**src/rtl/fxp_pkg.sv**
```systemverilog
// Shared constants for the sign-magnitude fixed-point format and the accumulator FSM encoding.
package fxp_pkg;

  localparam int WORD_W   = 16;
  localparam int SIGN     = 15;
  localparam int INT_MSB  = 14;
  localparam int FRAC_MSB = 7;

  // Largest magnitude that fits in the 15 magnitude bits of a word.
  localparam logic [INT_MSB:0] MAG_MAX = '1;

  typedef enum logic {
    ST_ACC  = 1'b0,
    ST_HOLD = 1'b1
  } state_e;

endpackage

```
**src/rtl/fxp_tc2sm_sat.sv**
```systemverilog
// Combinational conversion of a signed accumulator value into a saturated sign-magnitude word.
module fxp_tc2sm_sat
  import fxp_pkg::*;
#(
  parameter int ACC_W = 24
) (
  input  logic signed [ACC_W-1:0]  sum_i,
  output logic        [WORD_W-1:0] sm_o,
  output logic                     sat_o
);

  logic [ACC_W-1:0] mag;

  always_comb begin
    mag   = sum_i[ACC_W-1] ? ACC_W'(-sum_i) : ACC_W'(sum_i);
    sat_o = (mag > ACC_W'(MAG_MAX));
    // The sign bit comes straight from the sum, so a zero sum can never yield 0x8000.
    sm_o  = {sum_i[ACC_W-1], (sat_o ? MAG_MAX : mag[INT_MSB:0])};
  end

endmodule

```
**src/rtl/fxp_accumulator.sv**
```systemverilog
// Accumulates N_ACC sign-magnitude samples (or fewer on flush) and presents one saturated result.
module fxp_accumulator
  import fxp_pkg::*;
#(
  parameter int N_ACC = 4,
  parameter int ACC_W = 24
) (
  input  logic              clk,
  input  logic              reset,
  input  logic              in_valid,
  output logic              in_ready,
  input  logic [WORD_W-1:0] in_data,
  input  logic              flush,
  output logic              out_valid,
  input  logic              out_ready,
  output logic [WORD_W-1:0] out_data,
  output logic              out_sat
);

  // Handshakes: a transfer happens on a rising edge where valid and ready are both high;
  // in_ready is high only in ACC, out_valid only in HOLD, and both depend only on state.

  state_e                   state_q, state_d;
  logic signed [ACC_W-1:0]  acc_q, acc_d;
  logic        [7:0]        cnt_q, cnt_d;
  logic        [WORD_W-1:0] out_data_q, out_data_d;
  logic                     out_sat_q, out_sat_d;

  logic                     accept;
  logic        [16:0]       mag17;
  logic signed [16:0]       sample_s;
  logic signed [ACC_W-1:0]  sum_next;
  logic        [WORD_W-1:0] sm_word;
  logic                     sm_sat;

  assign in_ready  = (state_q == ST_ACC);
  assign out_valid = (state_q == ST_HOLD);
  assign out_data  = out_data_q;
  assign out_sat   = out_sat_q;

  assign accept   = in_valid && in_ready;
  assign mag17    = {2'b00, in_data[INT_MSB:0]};
  assign sample_s = in_data[SIGN] ? -$signed(mag17) : $signed(mag17);
  // Sum including this cycle's sample, so the converter sees the final value before HOLD.
  assign sum_next = acc_q + (accept ? ACC_W'(sample_s) : '0);

  fxp_tc2sm_sat #(.ACC_W(ACC_W)) u_conv (
    .sum_i (sum_next),
    .sm_o  (sm_word),
    .sat_o (sm_sat)
  );

  always_ff @(posedge clk) begin
    if (reset) begin
      state_q    <= ST_ACC;
      acc_q      <= '0;
      cnt_q      <= '0;
      out_data_q <= '0;
      out_sat_q  <= 1'b0;
    end else begin
      state_q    <= state_d;
      acc_q      <= acc_d;
      cnt_q      <= cnt_d;
      out_data_q <= out_data_d;
      out_sat_q  <= out_sat_d;
    end
  end

  always_comb begin
    state_d    = state_q;
    acc_d      = acc_q;
    cnt_d      = cnt_q;
    out_data_d = out_data_q;
    out_sat_d  = out_sat_q;
    case (state_q)
      ST_ACC: begin
        acc_d = sum_next;
        cnt_d = cnt_q + 8'(accept);
        if ((accept && (cnt_q == 8'(N_ACC - 1))) ||
            (flush && ((cnt_q != 8'd0) || accept))) begin
          state_d    = ST_HOLD;
          out_data_d = sm_word;
          out_sat_d  = sm_sat;
        end
      end
      ST_HOLD: begin
        if (out_ready) begin
          state_d = ST_ACC;
          acc_d   = '0;
          cnt_d   = '0;
        end
      end
      default: state_d = ST_ACC;
    endcase
  end

endmodule

```
**config.mk**
```make
export PLATFORM = sky130hd
export DESIGN_NAME = fxp_accumulator
export DESIGN_NICKNAME = d
export VERILOG_FILES = /design/src/rtl/fxp_pkg.sv /design/src/rtl/fxp_tc2sm_sat.sv /design/src/rtl/fxp_accumulator.sv
export SDC_FILE = /design/constraint.sdc
export NUM_CORES = 1
export LEC_CHECK = 0
export BUFFER_PORTS_ARGS = -buffer_cell sky130_fd_sc_hd__buf_2
export CAP_MARGIN = 5
export CORE_UTILIZATION = 55
export CTS_CLUSTER_DIAMETER = 30
export DETAILED_ROUTE_END_ITERATION = 10
export GPL_ROUTABILITY_DRIVEN = 0
export GPL_TIMING_DRIVEN = 1
export PLACE_DENSITY = 0.77
export SLEW_MARGIN = 20
export SYNTH_ARGS = -nofsm -noshare
export SYNTH_HDL_FRONTEND = slang
export SYNTH_SLANG_ARGS = --single-unit
```
**constraint.sdc**
```tcl
create_clock -name clk -period 7.6 [get_ports clk]
set_input_delay 1.52 -clock clk [delete_from_list [all_inputs] [get_ports clk]]
set_output_delay 1.52 -clock clk [all_outputs]
set_load 0.01 [all_outputs]
```
* After elaboration in Yosys (flattened, before gate mapping)
Index checks and enable logic that the tools add are counted.
** Word-level totals
- Input bits :: 21
- Flip-flop bits (word level) :: 50
- Word-level logic and storage cells :: 31
** Cells by class
- $add $sub $neg :: 4
- Magnitude comparators :: 1
- Reductions and logical operators :: 7
- Equality and inequality tests :: 2
- Bitwise gates (word level) :: 1
- Multiplexer cells :: 11
** Operators with widths (count)
- $mux 24 :: 3
- $pmux 24 s2 :: 1
- $add 24x24->24 :: 1
- $gt 24x15->1 const B :: 1
- $neg 24->24 :: 1
- $mux 17 :: 1
- $neg 15->17 :: 1
- $pmux 8 s2 :: 1
- $mux 15 :: 1
- $add 8x1->8 :: 1
- $eq 8x2->1 const B :: 1
- $mux 8 :: 1
- $reduce_bool 8->1 :: 1
- $logic_and 1x1->1 :: 3
- $logic_or 1x1->1 :: 2
- $mux 1 :: 2
- $ne 2x2->1 const B :: 1
- $pmux 1 s2 :: 1
- $reduce_and 2->1 :: 1
- $not 1->1 :: 1

* Longest topological paths before layout
- Depth in word-level cells :: 8
- Depth in mapped cells :: 21
- Gate-level depth less buffers :: 19

* By module
From an unflattened synthesis, not the netlist that was laid out.
** Second synthesis, totals
- Cells, all modules :: 542
- Area total of the unflattened synthesis :: 4212.8 um^2
** By module, submodules not included
- fxp_accumulator :: cells an instance 442, times used 1, sequential area each 1001.0 um^2, area an instance 3495.9 um^2
- fxp_tc2sm_sat :: cells an instance 100, times used 1, sequential area each 0.0 um^2, area an instance 716.9 um^2

* Worst setup path after synthesis
Ideal clock, no wire load.
- Kind :: input-to-reg
- Start point :: input port in_data[8]
- End point :: register out_data_q[3], in the netlist out_data[3]
- Data arrival time :: 5.981 ns
- Stages on the path :: 18
- Required time :: 7.458 ns
- Path slack :: 1.477 ns
- Setup time :: 0.142 ns
- Path through :: or4_1 -> or4_1 -> o31ai_1 -> xor2_1 -> nor2_1 -> ha_1 -> buf_2 -> a21oi_1 -> o21ai_0 -> mux2_2 -> a311oi_2 -> nor3_1 -> and3_1 -> nor3_1 -> o21ai_0 -> nor4_4 -> buf_6 -> a211oi_2
** On the way
- Cells in the longest elaborated chain, start to end :: 8
** RTL lines
- start, declared :: line fxp_accumulator.sv:12 : input logic [WORD_W-1:0] in_data,
- $neg 15->17 :: line fxp_accumulator.sv:43 : assign sample_s = in_data[SIGN] ? -$signed(mag17) : $signed(mag17);
- $mux 17 * :: line fxp_accumulator.sv:43
- $mux 24 * :: line fxp_accumulator.sv:45 : assign sum_next = acc_q + (accept ? ACC_W'(sample_s) : '0);
- $add 24x24->24 * :: line fxp_accumulator.sv:45
- $neg 24->24 :: line fxp_tc2sm_sat.sv:15 : mag = sum_i[ACC_W-1] ? ACC_W'(-sum_i) : ACC_W'(sum_i);
- $mux 24 * :: line fxp_tc2sm_sat.sv:15
- $gt 24x15->1 :: line fxp_tc2sm_sat.sv:16 : sat_o = (mag > ACC_W'(MAG_MAX));
- $mux 15 * :: line fxp_tc2sm_sat.sv:18 : sm_o = {sum_i[ACC_W-1], (sat_o ? MAG_MAX : mag[INT_MSB:0])};
- end signal, assigned :: line fxp_accumulator.sv:64 : out_data_q <= out_data_d;
- end, declared :: line fxp_accumulator.sv:26 : logic [WORD_W-1:0] out_data_q, out_data_d;
Every way passes the cells marked *; elsewhere a longest branch is shown, timed or not.
A chain may end at the register's enable or synchronous reset.

* Final worst setup path
- Start point :: input port in_data[6]
- End point :: register out_data_q[13], in the netlist out_data[13]
The elaborated chain is that of the path after synthesis.

==> flow_summary.toml <==
[die]
rows = 33
io_pins = 40
die-height_um = 95.1
die_area_sq_um = 9030
core-area_sq_um = 8300
start_util_pct = 57.4
fp.dieW_um = 95.1

[yosys]
synthCells = 633
synthXorXnorAreaFrac_pct = 7.46
synth_area_leader_cell = "dfxtp_1"
synthArstFlopShare_pct = 0
synth_edf_count = 0
ys_warn_count = 0
netlist_area_sq_um = 4760
synth-adder-area-share_pct = 7.51
synthesis.area_per_instance_sq_um = 7.52
synth_compound_area_share_pct = 29.4
yosys.area_share.simple_pct = 29.5
ys_seq_elements = 50
yosys_most_used_dff = "dfxtp_1"
synth_top_area_share_pct = 21.0
synth_top_family_by_area = "simple AND/OR/NAND/NOR gates"
synth_cell_types = 80
synth-seq-area-share_pct = 21.0
synth_area_leaders = "dfxtp_1 (21%), nor2_1 (8.4%), ha_1 (7.1%)"
synth.area.mux_share_pct = 0.657
syn_nets = 682

[cells_and_area]
area_growth_pct = 6.38
diodes = 0
utilization_pct = 61.0
drive_above_1_share_pct = 15.3
fin_nets = 701

[worst_setup_path]
worst-path-max-fanout = 16
worstSetupEndpointType = "flip-flop"
critPathRequiredTime_ns = 7.75
cp_slowest_stage_delay_ns = 0.59
crit_arrival_ns = 6.49
crit_type = "input port to flip-flop"
reg2reg_depth = 20
r2r_start = "out_valid"
r2r-end = "out_data[13]"
crit_chain = "buf_2 -> or4_1 -> or4_1 -> o31ai_1 -> xor2_1 -> nor2_1 -> ha_1 -> a21oi_1 -> o21ai_0 -> mux2_2 -> a311oi_2 -> nor3_1 -> and3_1 -> nor3_1 -> o21ai_0 -> nor4_4 -> buf_4 -> a211oi_1"
r2r_slack_ns = 2.34
critPathLaunchType = "input port"
critical_path.slowest_cell = "or4_1"

[power_and_ir_drop]
powerDensity_nw_per_um2 = 194
power_leakage_nw = 2.08
irDropWorstVdd_v = 0.0000848

[clocking]
cts-hold-fix-buffers = 0
clk_pin_slew_ns = 0.10
clk-insertion-delay-late_ns = 0.31
cts_buffers = 5
cts_num_sinks = 50
ctsResizeCount = 0
clock_path_buffers = 2
htree_levels = 2
cts_tree = "done"
cts.root.buffer_cell = "clkbuf_8"
cts_setup_buffers = 0

[flow_run]
drv_cap = 0

[timing]
slew-limit-headroom_pct = 30.7
setup_viol = 0
skew_ns = 0.0105
rsz0062_at_grt = "no"
worst_pin_slew_ns = 1.04
min_period_ns = 6.35
fin_tns_setup_ns = 0
clock.fmax_ghz = 0.158
hold_violations = 0
post-route-period-util_pct = 83.5
finalMaxSlewViolations = 0

[global_route]
overflow = 0
grt_start_max_net_pins = 51
antenna_found_initial = 0
grt_pass1_vias = 4187
grt_pass1_wl_um = 19900
gr-usage-all-layers_pct = 27.4

[outcome]
outcome = "complete, no violations"

[drt]
num_vias = 4712
wl_um = 11800
drt_iter0_markers = 334
wl_met3_um = 831
ant_nets = 0
viasPerCell = 6.22
routed.top_layer = "met4"
wl_met2_um = 5320
wl_met1_um = 5550
drc = 0
wire_per_inst_um = 15.6
first_pass_iters = 5

[place]
hpwl_um = 8840
port_buffers = 39

[min_path]
min_path_type = "flip-flop to flip-flop"
holdCritStartpoint = "out_data[14]"
worst_hold_path.endpoint = "out_data[14]"
hold_depth = 2
==> registers in the layout (all words and copies together), names as in the netlist <==
name and count:
acc_q 24, out_data 16, cnt_q 8, out_sat 1, out_valid 1
==> worst max-delay path: cells and delay by family <==
| family | cells | cell delay (ns) |
|---|---|---|
| and+or+nand+nor | 7 | 1.96 |
| AOI/OAI and AO/OA | 6 | 1.52 |
| adders and majority gates | 1 | 0.52 |
| buffers and inverters | 2 | 0.40 |
| muxes | 1 | 0.40 |
| xor gates and xnor gates | 1 | 0.18 |
==> worst max path at each step <==
stage	slack [ns]	depth (start not counted)	endpoint	start
after detailed placement	0.97	18	out_data[13]	in_data[6]
after global placement	1.12	18	out_data[0]	in_data[8]
after global routing	0.86	18	out_data[13]	in_data[6]
after floorplan	1.48	18	out_data[3]	in_data[8]
final	1.25	18	out_data[13]	in_data[6]
after CTS	1.26	18	out_data[13]	in_data[6]
==> per-stage QoR <==
| stage | worst slack, ns | power (mW) | cell area (sq um) | hold WS, ns | std cells |
|---|---|---|---|---|---|
| 6_report | 1.25 | 0.982 | 5070 | 0.504 | 758 |
| 5_1_grt | 0.865 | 1.05 | 5070 | 0.524 | 758 |
| 4_1_cts | 1.26 | 0.980 | 5070 | 0.507 | 758 |
| 3_5_place_dp | 0.968 | 0.803 | 4970 | 0.480 | 750 |
| 3_3_place_gp | 1.12 | 0.792 | 4970 | 0.468 | 750 |
| 2_1_floorplan | 1.48 | 0.704 | 4760 | 0.468 | 633 |
==> layout make-up <==
class	instances	area (sq um)
Multi-Input combinational cell	537	3550
Fill cell	760	3230
Sequential cell	50	1000
Timing Repair Buffer	45	240
Tap cell	105	131
Clock buffer	5	68.8
Inverter	13	48.8
Clock inverter	3	28.8
==> per-layer routing <==
| layer | up-vias | GRT usage (%) |
|---|---|---|
| met5 | - | 0 |
| met2 | 176 | 44.1 |
| met1 | 2178 | 38.8 |
| li1 | 2342 | - |
| met4 | 0 | 6.69 |
| met3 | 16 | 3.03 |
==> synthesized netlist by cell type, types with 5 or more instances <==
library cell and count:
buf_2 6, clkbuf_1 19, o31ai_1 6, nor4_1 5
a21o_1 12, xor2_1 23, a21oi_1 51, xnor2_1 12
or3_1 8, ha_1 27, and2_1 7, o211ai_1 11
o21ai_0 21, a211oi_2 10, nor2_1 106, nor2b_1 5
o22a_1 7, a21boi_1 5, nand2b_1 6, nor3_1 18
a211oi_1 9, inv_1 13, dfxtp_1 50, nand3_1 15
nand2_1 69, and3_1 13, o21a_1 7
==> cell usage in the layout, fill, tap and decap left out, types with 4 or more instances in the layout <==
cell type / n
buf_4: 6
nand3_1: 15
o31ai_1: 6
inv_1: 13
a211oi_1: 9
o211ai_1: 11
nor3_1: 18
a21oi_2: 4
dfxtp_1: 50
and2_1: 7
ha_1: 27
or3_1: 8
nand2b_1: 6
a21oi_1: 51
nand4_1: 4
o21ai_0: 21
a21boi_1: 5
o21a_1: 7
and3_1: 13
o22a_1: 7
o2111ai_1: 4
nor2_1: 106
nand2_1: 69
buf_2: 39
a211oi_2: 10
nor2b_1: 5
xor2_1: 23
nor4_1: 5
clkbuf_8: 5
xnor2_1: 12
a21o_1: 12
==> cell families after synthesis <==
| kind of cell | Yosys count |
|---|---|
| fa+ha+maj | 28 |
| flops | 50 |
| xor+xnor | 38 |
| simple gates | 282 |
| buf+inv | 46 |
| compound gates | 186 |
| mux | 3 |
==> power by group <==
group / switching (mW) / leakage, nW / internal [mW] / total (mW)
Combinational: 0.305 / 1.62 / 0.190 / 0.496
Sequential: 0.0183 / 0.411 / 0.293 / 0.311
Clock: 0.106 / 0.0502 / 0.0686 / 0.175
Note: power is estimated with default switching activity, not from simulation.
